`config.mk`:
```
export PLATFORM = sky130hd
export DESIGN_NAME = pifo_root_arbiter
export DESIGN_NICKNAME = d
export VERILOG_FILES = /design/src/rtl/pifo_pkg.sv /design/src/rtl/pifo_root_arbiter_rr.sv /design/src/rtl/pifo_root_arbiter.sv
export SDC_FILE = /design/constraint.sdc
export NUM_CORES = 1
export LEC_CHECK = 0
export CORE_UTILIZATION = 45
export CTS_BUF_LIST = sky130_fd_sc_hd__clkbuf_16
export CTS_CLUSTER_DIAMETER = 30
export DETAILED_ROUTE_END_ITERATION = 7
export DONT_BUFFER_PORTS = 1
export PLACE_DENSITY = 0.64
export SKIP_LAST_GASP = 1
export SLEW_MARGIN = 0
export SYNTH_ARGS = -nofsm -noshare
export SYNTH_HDL_FRONTEND = slang
export SYNTH_SLANG_ARGS = --single-unit
```
`constraint.sdc`:
```
create_clock -name i_clk -period 3.85 [get_ports i_clk]
set_input_delay 0.77 -clock i_clk [delete_from_list [all_inputs] [get_ports i_clk]]
set_output_delay 0.77 -clock i_clk [all_outputs]
set_load 0.03 [all_outputs]
```
`src/rtl/pifo_pkg.sv`:
```
// pifo_pkg: shared types and default widths for the PIFO root arbiter.
// Exports state_t, pifo_data_t, TREE_ID_W, ADW, CNTW and DEF_* defaults.
package pifo_pkg;

  localparam int DEF_TREE_NUM = 4;
  localparam int DEF_PTW      = 16;
  localparam int DEF_MTW      = 0;
  localparam int DEF_LEVEL    = 4;
  localparam int DEF_CAP      = 2 * ((1 << DEF_LEVEL) - 1);

  localparam int TREE_ID_W = $clog2(DEF_TREE_NUM);
  localparam int ADW       = DEF_LEVEL - 1;
  localparam int CNTW      = $clog2(DEF_CAP + 1);
  localparam int DATA_W    = DEF_MTW + DEF_PTW;

  typedef logic [DATA_W-1:0] pifo_data_t;

  typedef enum logic {
    ST_READY,
    ST_POP_WAIT
  } state_t;

endpackage

```
`src/rtl/pifo_root_arbiter_rr.sv`:
```
// rr_arbiter: round-robin pick of the first request at or above i_ptr.
// Ports: i_req, i_ptr in; o_gnt one-hot, o_idx, o_any out. N power of 2.
module rr_arbiter #(
  parameter int N  = 4,
  parameter int IW = $clog2(N)
) (
  input  logic [N-1:0]  i_req,
  input  logic [IW-1:0] i_ptr,
  output logic [N-1:0]  o_gnt,
  output logic [IW-1:0] o_idx,
  output logic          o_any
);

  logic [IW-1:0] cand;

  // Walk offsets high to low so the smallest
  // offset from the pointer is the final winner.
  always_comb begin
    o_gnt = '0;
    o_idx = '0;
    o_any = 1'b0;
    cand  = '0;
    for (int k = N - 1; k >= 0; k--) begin
      cand = i_ptr + IW'(k);
      if (i_req[cand]) begin
        o_idx = cand;
        o_any = 1'b1;
      end
    end
    if (o_any) o_gnt[o_idx] = 1'b1;
  end

endmodule

```
`src/rtl/pifo_root_arbiter.sv`:
```
// pifo_root_arbiter: shares the root PIFO level among TREE_NUM trees.
// Ports: per-tree push/pop requests and acks, root level cmd bus, pop result.
module pifo_root_arbiter
  import pifo_pkg::*;
#(
  parameter int TREE_NUM = DEF_TREE_NUM,
  parameter int PTW      = DEF_PTW,
  parameter int MTW      = DEF_MTW,
  parameter int LEVEL    = DEF_LEVEL,
  parameter int CAP      = 2 * ((1 << LEVEL) - 1),
  parameter int CNT_W    = $clog2(CAP + 1)
) (
  input  logic                          i_clk,
  input  logic                          i_arst,
  input  logic [TREE_NUM-1:0]           i_req_push,
  input  logic [TREE_NUM-1:0]           i_req_pop,
  input  logic [TREE_NUM*(MTW+PTW)-1:0] i_req_data,
  output logic [TREE_NUM-1:0]           o_req_ack,
  output logic                          o_pop_valid,
  output logic [$clog2(TREE_NUM)-1:0]   o_pop_tree_id,
  output logic [MTW+PTW-1:0]            o_pop_data,
  output logic                          o_push,
  output logic                          o_pop,
  output logic [MTW+PTW-1:0]            o_push_data,
  output logic [$clog2(TREE_NUM)-1:0]   o_tree_id,
  output logic [LEVEL-2:0]              o_my_addr,
  output logic [$clog2(LEVEL)-1:0]      o_level,
  input  logic [MTW+PTW-1:0]            i_pop_data,
  output logic [TREE_NUM-1:0]           o_tree_empty,
  output logic [TREE_NUM-1:0]           o_tree_full
);

  localparam int IDW = $clog2(TREE_NUM);
  localparam int PW  = MTW + PTW;

  state_t           st_q;
  state_t           st_d;
  logic [CNT_W-1:0] cnt_q [TREE_NUM];
  logic [PW-1:0]    slice [TREE_NUM];
  logic [IDW-1:0]   ptr_q;
  logic [IDW-1:0]   pop_id_q;

  logic [TREE_NUM-1:0] elig;
  logic [TREE_NUM-1:0] gnt;
  logic [IDW-1:0]      idx;
  logic                any;
  logic                take;
  logic                is_pop;

  always_comb begin
    for (int t = 0; t < TREE_NUM; t++) begin
      slice[t] = i_req_data[t*PW +: PW];
      elig[t] =
        (i_req_pop[t] & (cnt_q[t] != '0)) |
        (i_req_push[t] & (cnt_q[t] != CNT_W'(CAP)));
      o_tree_empty[t] = (cnt_q[t] == '0);
      o_tree_full[t]  = (cnt_q[t] == CNT_W'(CAP));
    end
  end

  rr_arbiter #(
    .N (TREE_NUM)
  ) u_rr (
    .i_req (elig),
    .i_ptr (ptr_q),
    .o_gnt (gnt),
    .o_idx (idx),
    .o_any (any)
  );

  assign o_my_addr = '0;
  assign o_level   = '0;

  // Commands are combinational from the grant; reset
  // masks them so nothing leaks out while held.
  always_comb begin
    st_d        = st_q;
    take        = 1'b0;
    is_pop      = 1'b0;
    o_push      = 1'b0;
    o_pop       = 1'b0;
    o_req_ack   = '0;
    o_tree_id   = '0;
    o_push_data = '0;
    unique case (st_q)
      ST_READY: begin
        if (any && !i_arst) begin
          take      = 1'b1;
          // pop wins over push from the same tree
          is_pop    = i_req_pop[idx] &&
                      (cnt_q[idx] != '0);
          o_pop     = is_pop;
          o_push    = !is_pop;
          o_req_ack = gnt;
          o_tree_id = idx;
          if (is_pop) st_d = ST_POP_WAIT;
          else o_push_data = slice[idx];
        end
      end
      ST_POP_WAIT: st_d = ST_READY;
      default:     st_d = ST_READY;
    endcase
  end

  always_ff @(posedge i_clk or posedge i_arst) begin
    if (i_arst) st_q <= ST_READY;
    else        st_q <= st_d;
  end

  always_ff @(posedge i_clk or posedge i_arst) begin
    if (i_arst) begin
      ptr_q         <= '0;
      pop_id_q      <= '0;
      o_pop_valid   <= 1'b0;
      o_pop_data    <= '0;
      o_pop_tree_id <= '0;
      for (int t = 0; t < TREE_NUM; t++)
        cnt_q[t] <= '0;
    end else begin
      // the level presents its pop data during the wait cycle
      o_pop_valid <= (st_q == ST_POP_WAIT);
      if (st_q == ST_POP_WAIT) begin
        o_pop_data    <= i_pop_data;
        o_pop_tree_id <= pop_id_q;
      end
      if (take) begin
        ptr_q <= idx + 1'b1;
        if (is_pop) begin
          cnt_q[idx] <= cnt_q[idx] - 1'b1;
          pop_id_q   <= idx;
        end else begin
          cnt_q[idx] <= cnt_q[idx] + 1'b1;
        end
      end
    end
  end

endmodule
```
# Word-level counts from Yosys, hierarchy flattened
# Cells that the tools add are included.
[classes] shift=0 div=0 n_addsub=6 n_bitwise=14 n_eq_ne=8 order_cmp=8 multipliers=0 n_mux=48 n_reduce_logical=16
[ops] op="$mux W16" n=5
[ops] op="$bwmux W20" n=2
[ops] op="$bmux W16 S2" n=1
[ops] op="$reduce_bool A5 Y1" n=5
[ops] op="$eq A5 B5 Y1 const B" n=4
[ops] op="$logic_not A5 Y1" n=4
[ops] op="$mux W20" n=1
[ops] op="$ne A5 B5 Y1 const B" n=4
[ops] op="$mux W1" n=18
[ops] op="$lt A2 B3 Y1 const B" n=5
[ops] op="$mux W5" n=3
[ops] op="$mux W2" n=6
[ops] op="$mux W4" n=3
[ops] op="$bmux W1 S2" n=5
[ops] op="$bmux W5 S2" n=1
[ops] op="$demux W5 S2" n=1
[ops] op="$and A1 B1 Y1" n=8
[ops] op="$add A5 B1 Y5 const B" n=1
[ops] op="$sub A5 B1 Y5 const B" n=1
[ops] op="$add A2 B1 Y2 const B" n=2
[ops] op="$add A2 B2 Y2 const B" n=2
[ops] op="$logic_and A1 B1 Y1" n=4
[ops] op="$or A1 B1 Y1" n=4
[ops] op="$ge A3 B3 Y1 const B" n=1
[ops] op="8 further kinds" n=9
[totals] regBits=44 out_inout_bits=56 latchBits=0 input_bits=90 ramBits=0 memories=0 romBits=0 elab_cells=110

# Depth between registers and ports, before layout
[depth] word_depth=18 depth_mapped=17 depth_no_buf=13

# By module
# From an unflattened synthesis, not the netlist that was laid out.
[hier_totals] hier_cells=263 hier_area_um2=2887.8
[by_module_without_submodules] module="pifo_root_arbiter" cells_each=235 seq_area_each_um2=1101.1 n_inst=1 area_each_um2=2711.4
[by_module_without_submodules] module="rr_arbiter" cells_each=28 seq_area_each_um2=0.0 n_inst=1 area_each_um2=176.4

# Worst setup path before layout
# No wires, ideal clock.
[synth_path] kind="flip-flop to output port" startpoint="reg cnt_q[4] (netlist bit)" endpoint="out o_push_data[10]" stages_incl_launch_ff=18 t_arrival_ps=3460 required_ps=3080 n_path_buf=4 path_slack_ps=-380 path_cell_list="dfrtp_1 -> or4_4 -> o21ai_4 -> nand4_1 -> o2111a_1 -> or2_1 -> buf_6 -> inv_6 -> buf_8 -> o211ai_4 -> and2_4 -> buf_6 -> inv_1 -> ha_1 -> a31oi_4 -> nor2_2 -> buf_4 -> and3_1"
[synth_via] elab_chain_len=18 word_cells_on_any_way=36 cone_classes="1 x eq/ne; 27 x mux; 4 x bitwise; 4 x reduce/logical"
[synth_rtl] item="from (decl)" line="pifo_root_arbiter.sv:38" text="logic [CNT_W-1:0] cnt_q [TREE_NUM];"
[synth_rtl] item="from (signal, indexed assignment)" line="pifo_root_arbiter.sv:129" text="cnt_q[idx] <= cnt_q[idx] - 1'b1;"
[synth_rtl] item="from (signal, indexed assignment)" line="pifo_root_arbiter.sv:132" text="cnt_q[idx] <= cnt_q[idx] + 1'b1;"
[synth_rtl] item="$ne A5 B5 Y1 / $reduce_bool A5 Y1 (equally long branches)" line="pifo_root_arbiter.sv:55, pifo_root_arbiter.sv:54"
[synth_rtl] item="$and A1 B1 Y1 (on tied branches)" line="pifo_root_arbiter.sv:55, pifo_root_arbiter.sv:54"
[synth_rtl] item="$or A1 B1 Y1" line="pifo_root_arbiter.sv:54" text="(i_req_pop[t] & (cnt_q[t] != '0)) |"
[synth_rtl] item="$bmux W1 S2" line="pifo_root_arbiter_rr.sv:25" text="if (i_req[cand]) begin"
[synth_rtl] item="$mux W1 (not written as such)" line="pifo_root_arbiter_rr.sv:25"
[synth_rtl] item="$mux W2 (4 in series)" line="pifo_root_arbiter_rr.sv:25"
[synth_rtl] item="$not A2 Y3 (not written as such)" line="pifo_root_arbiter.sv:91, pifo_root_arbiter.sv:97"
[synth_rtl] item="$bmux W5 S2" line="pifo_root_arbiter.sv:91" text="(cnt_q[idx] != '0);"
[synth_rtl] item="$mux W5 (not written as such) (2 in series)" line="pifo_root_arbiter.sv:91"
[synth_rtl] item="$reduce_bool A5 Y1" line="pifo_root_arbiter.sv:91"
[synth_rtl] item="$logic_and A1 B1 Y1" line="pifo_root_arbiter.sv:90" text="is_pop = i_req_pop[idx] &&"
[synth_rtl] item="$mux W16" line="pifo_root_arbiter.sv:96" text="if (is_pop) st_d = ST_POP_WAIT;"
[synth_rtl] item="$mux W16 (*)" line="pifo_root_arbiter.sv:87" text="if (any && !i_arst) begin"
[synth_rtl] item="$mux W16 (*)" line="pifo_root_arbiter.sv:85" text="unique case (st_q)"
[synth_rtl] item="to (decl)" line="pifo_root_arbiter.sv:24" text="output logic [MTW+PTW-1:0] o_push_data,"
# Mark *: on every way between the ends. The rest lies on a longest branch, timed or not. The select of a mux whose other input is x is not followed.

==> summary.md <==
| Metric | Value |
|---|---|
| Final Non-Filler Cells | `518` |
| # IOs | `146` |
| DRT Pass-1 Iters | `5` |
| Yosys reg bits | `44` |
| Largest cells by area after synthesis | `dfrtp_1 (33%), nand2_1 (11%), mux2_2 (6.5%)` |
| Total Power | `0.00489 W` |
| Worst VDD drop | `0.545 mV` |
| Layout area overhead | `21.7%` |
| Clk_skew | `4.75 ps` |
| Iter 0 DRT Violations | `245` |
| Starting Density | `0.475` |
| Area of the multi-input gates | `2080 um^2` |
| Commonest non-fill, non-tap cell in the layout | `nand2_1` |
| Worst skew pair latency | `280 ps` |
| Failing checks | `negative setup slack` |
| Largest net degree at the start of global routing | `36` |
| Syn. warnings | `0` |
| Post-synthesis async set-or-reset flop share | `1.00` |
| Antenna diodes | `0` |
| LEAKAGE | `1.82 nW` |
| Net switching power | `0.00253 W` |
| Register area | `1100 um^2` |
| Final Hold Fails | `0` |
| Post-Route WL | `9410 um` |
| Mux cell area share after synthesis | `0.103` |
| Pint | `0.00235 W` |
| Final Cycle Share | `1.09` |
| Die area | `7680 um^2` |
| CP max stage delay | `540 ps` |
| Crit path launch type | `register` |
| Die W | `87.6 um` |
| DP Wirelength | `7070 um` |
| DRC Markers | `0` |
| Final setup fails | `18` |
| Flop pwr share | `0.216` |
| Max frequency | `239 MHz` |
| Most frequent cells in the layout | `nand2_1 (97), dfrtp_1 (44), buf_4 (44), nand3_1 (33), mux2_2 (18)` |
| Comb power frac | `0.699` |
| Post-synthesis sequential area ratio | `0.334` |
| Worst endpoint data arrival time | `3420 ps` |
| Synth Area in XOR/XNOR | `0.00265` |
| Post-synth EDFFs | `0` |
| Final Max Tran Viols | `0` |
| Synth top area share | `0.334` |
| Tightest Hold Check Type | `reg -> reg` |
| RSZ-0062 raised after global routing | `true` |
| Worst path cell trace | `or4_4 > o31a_1 > o21ai_2 > buf_4 > o2111a_1 > or2_4 > inv_8 > o211ai_1 > and2_4 > inv_2 > ha_4 > a31oi_4 > nor2_4 > buf_12 > and3_1 > buf_4` |
| Synth Flop Type | `dfrtp_1` |
| Rows | `30` |
| Setup ws final | `-337 ps` |
| Count of different cell masters after synthesis | `67` |
| Status | `complete, but fails checks` |
| Max-slew headroom | `0.359` |
| Number of CTS-inserted buffers | `5` |
| Via count | `2,975` |
| Pwr dens | `1220 nW/um^2` |
| Main combinational cell family by area after synthesis | `simple AND/OR/NAND/NOR gates` |
| Max cap viols | `0` |
| Crit Path Category | `reg -> out` |
| PortBufs | `0` |
| Final #Nets | `517` |
| H-tree depth | `2` |
| Gpl congestion | `0.959` |
| Root buf cell | `clkbuf_16` |
| Slew @ Worst Pin | `960 ps` |
| Min Tclk post-route | `4190 ps` |
| Critical path peak fanout | `10` |
| WL/cell | `18.2 um` |
| Cell mode on critical path | `buf_4` |
| Synth Area in Adders | `0.0227` |
| Crit. End Element | `output port` |
| Vias per cell | `5.74` |
| CTS clk-pin slew, worst paths | `60 ps` |
| DIE HEIGHT | `87.6 um` |
| Overall routing resource usage | `0.237` |
| Avg Cell Area, Syn | `8.66 um^2` |
| Clock buffer depth | `2` |
| Vias in the first global route | `2,708` |
| Initial antenna violation count | `0` |
| CTS sink count | `44` |
| Fillers | `642` |
| ANT nets after route | `0` |
| Post-Synth Simple-Gate Area | `0.278` |
| Compound-cell area share of the yosys netlist | `0.173` |
| Cell total after placement | `500` |
| Core area | `6940 um^2` |
| Largest area contributor in the netlist | `dfrtp_1` |
| Mapped Area | `3300 um^2` |
| Clock share of power | `0.085` |
| Post-Synthesis Cells | `381` |
| Global-route wire length before repair | `13,800 um` |
| Layout cells sized above 1 | `0.339` |
| Switching portion of total power | `0.519` |
| GRT overflow | `0` |
| Worst path slowest cell | `or4_4` |
| TritonCTS clock tree | `done` |
| Req. time, crit path | `3080 ps` |
final cells by class:
cell class | instances | share of cell area
clock inverters | 3 | 0.00436
inverters | 17 | 0.0209
flip-flops and latches | 44 | 0.274
repair buffers | 57 | 0.122
multi-input cells | 296 | 0.518
clock buffers | 5 | 0.0312
well taps | 96 | 0.0299
worst max-delay path: cells and delay by family, from the launching register on:
kind                     cells  cell delay (ps)
AND/OR/NAND/NOR              5             1110
AO/OA/AOI/OAI                5              940
adder cells (fa/ha/maj)      1              160
flip-flops                   1              370
buffers and inverters        5              520
power groups by stage:
stage                     Sequential, W  Clock [W]  Combinational [W]
after floorplan                 0.00102          0            0.00237
after detailed placement        0.00106          0            0.00308
after global routing            0.00109   0.000448            0.00367
after global placement          0.00106          0            0.00303
after CTS                       0.00106   0.000428            0.00331
final                           0.00106   0.000416            0.00341
layer usage:
metal  vias to the layer above  track usage  share of wire
met4                         0       0.0745          0.018
met3                        20       0.0500          0.077
met5                         -            0              0
li1                       1410            -              -
met1                      1413        0.321           0.41
met2                       132        0.381           0.49
cell usage after synthesis, drive strengths merged, types with 2 or more instances:
library cell,instances
nand2,99
dfrtp,44
nand3,36
mux2,23
o21ai,23
buf,18
inv,17
and3,16
nor2,13
clkbuf,10
o31ai,9
a31oi,6
ha,6
mux2i,6
nand4,6
and2,4
nor4,4
o211ai,4
o21a,4
a21oi,3
nor3,3
o31a,3
or4,3
a21o,2
a22oi,2
or2,2
cells by family after synthesis:
kind of cell	after synthesis
buf+inv	45
simple gates	190
compound gates	65
other cells	1
fa+ha+maj	6
flops	44
mux	29
xor+xnor	1
flip-flops by register name (all words and copies together) (netlist names), named ones only:
name,count
cnt_q,16
o_pop_data,16
o_pop_tree_id,2
o_pop_valid,1
pop_id_q,2
ptr_q,2
st_q,1
what timing repair did:
action                                  4_1_cts  5_1_grt
pin swaps                                     9        1
hold buffers                                  0        0
hold endpoints to repair                      0        0
buffers inserted                              8        4
endpoints found under the setup margin       21       27
gates resized for setup                      22       15
final timing paths:
path | slack [ps] | endpoint | start | cells after the start
setup reg to reg | 130 | cnt_q[17]$_DFFE_PP0P_ | register | 16
min in group asynchronous | 600 | pop_id_q[0]$_DFFE_PP0P_ | i_arst | 1
setup / recovery | -340 | o_push_data[4] | register | 16
max in group asynchronous | 2420 | async pin | i_arst | 2
hold reg to reg | 490 | pop_id_q[0]$_DFFE_PP0P_ | pop_id_q[0]$_DFFE_PP0P_ | 1
hold / removal | 490 | pop_id_q[0]$_DFFE_PP0P_ | pop_id_q[0]$_DFFE_PP0P_ | 1
metrics by stage:
step                setup WS (ps)  hold slack (ps)  utilization  setup TNS [ps]  area [um^2]
floorplan                   -53.0              352            -            -472         3390
global placement            0.701              466        0.526               0         3660
detailed placement          -53.5              477        0.526            -467         3660
CTS                          -297              491        0.569           -4650         3950
global route                 -450              510        0.578           -7210         4020
finish                       -337              490        0.578           -5150         4020
(Power assumes the default switching activity.)
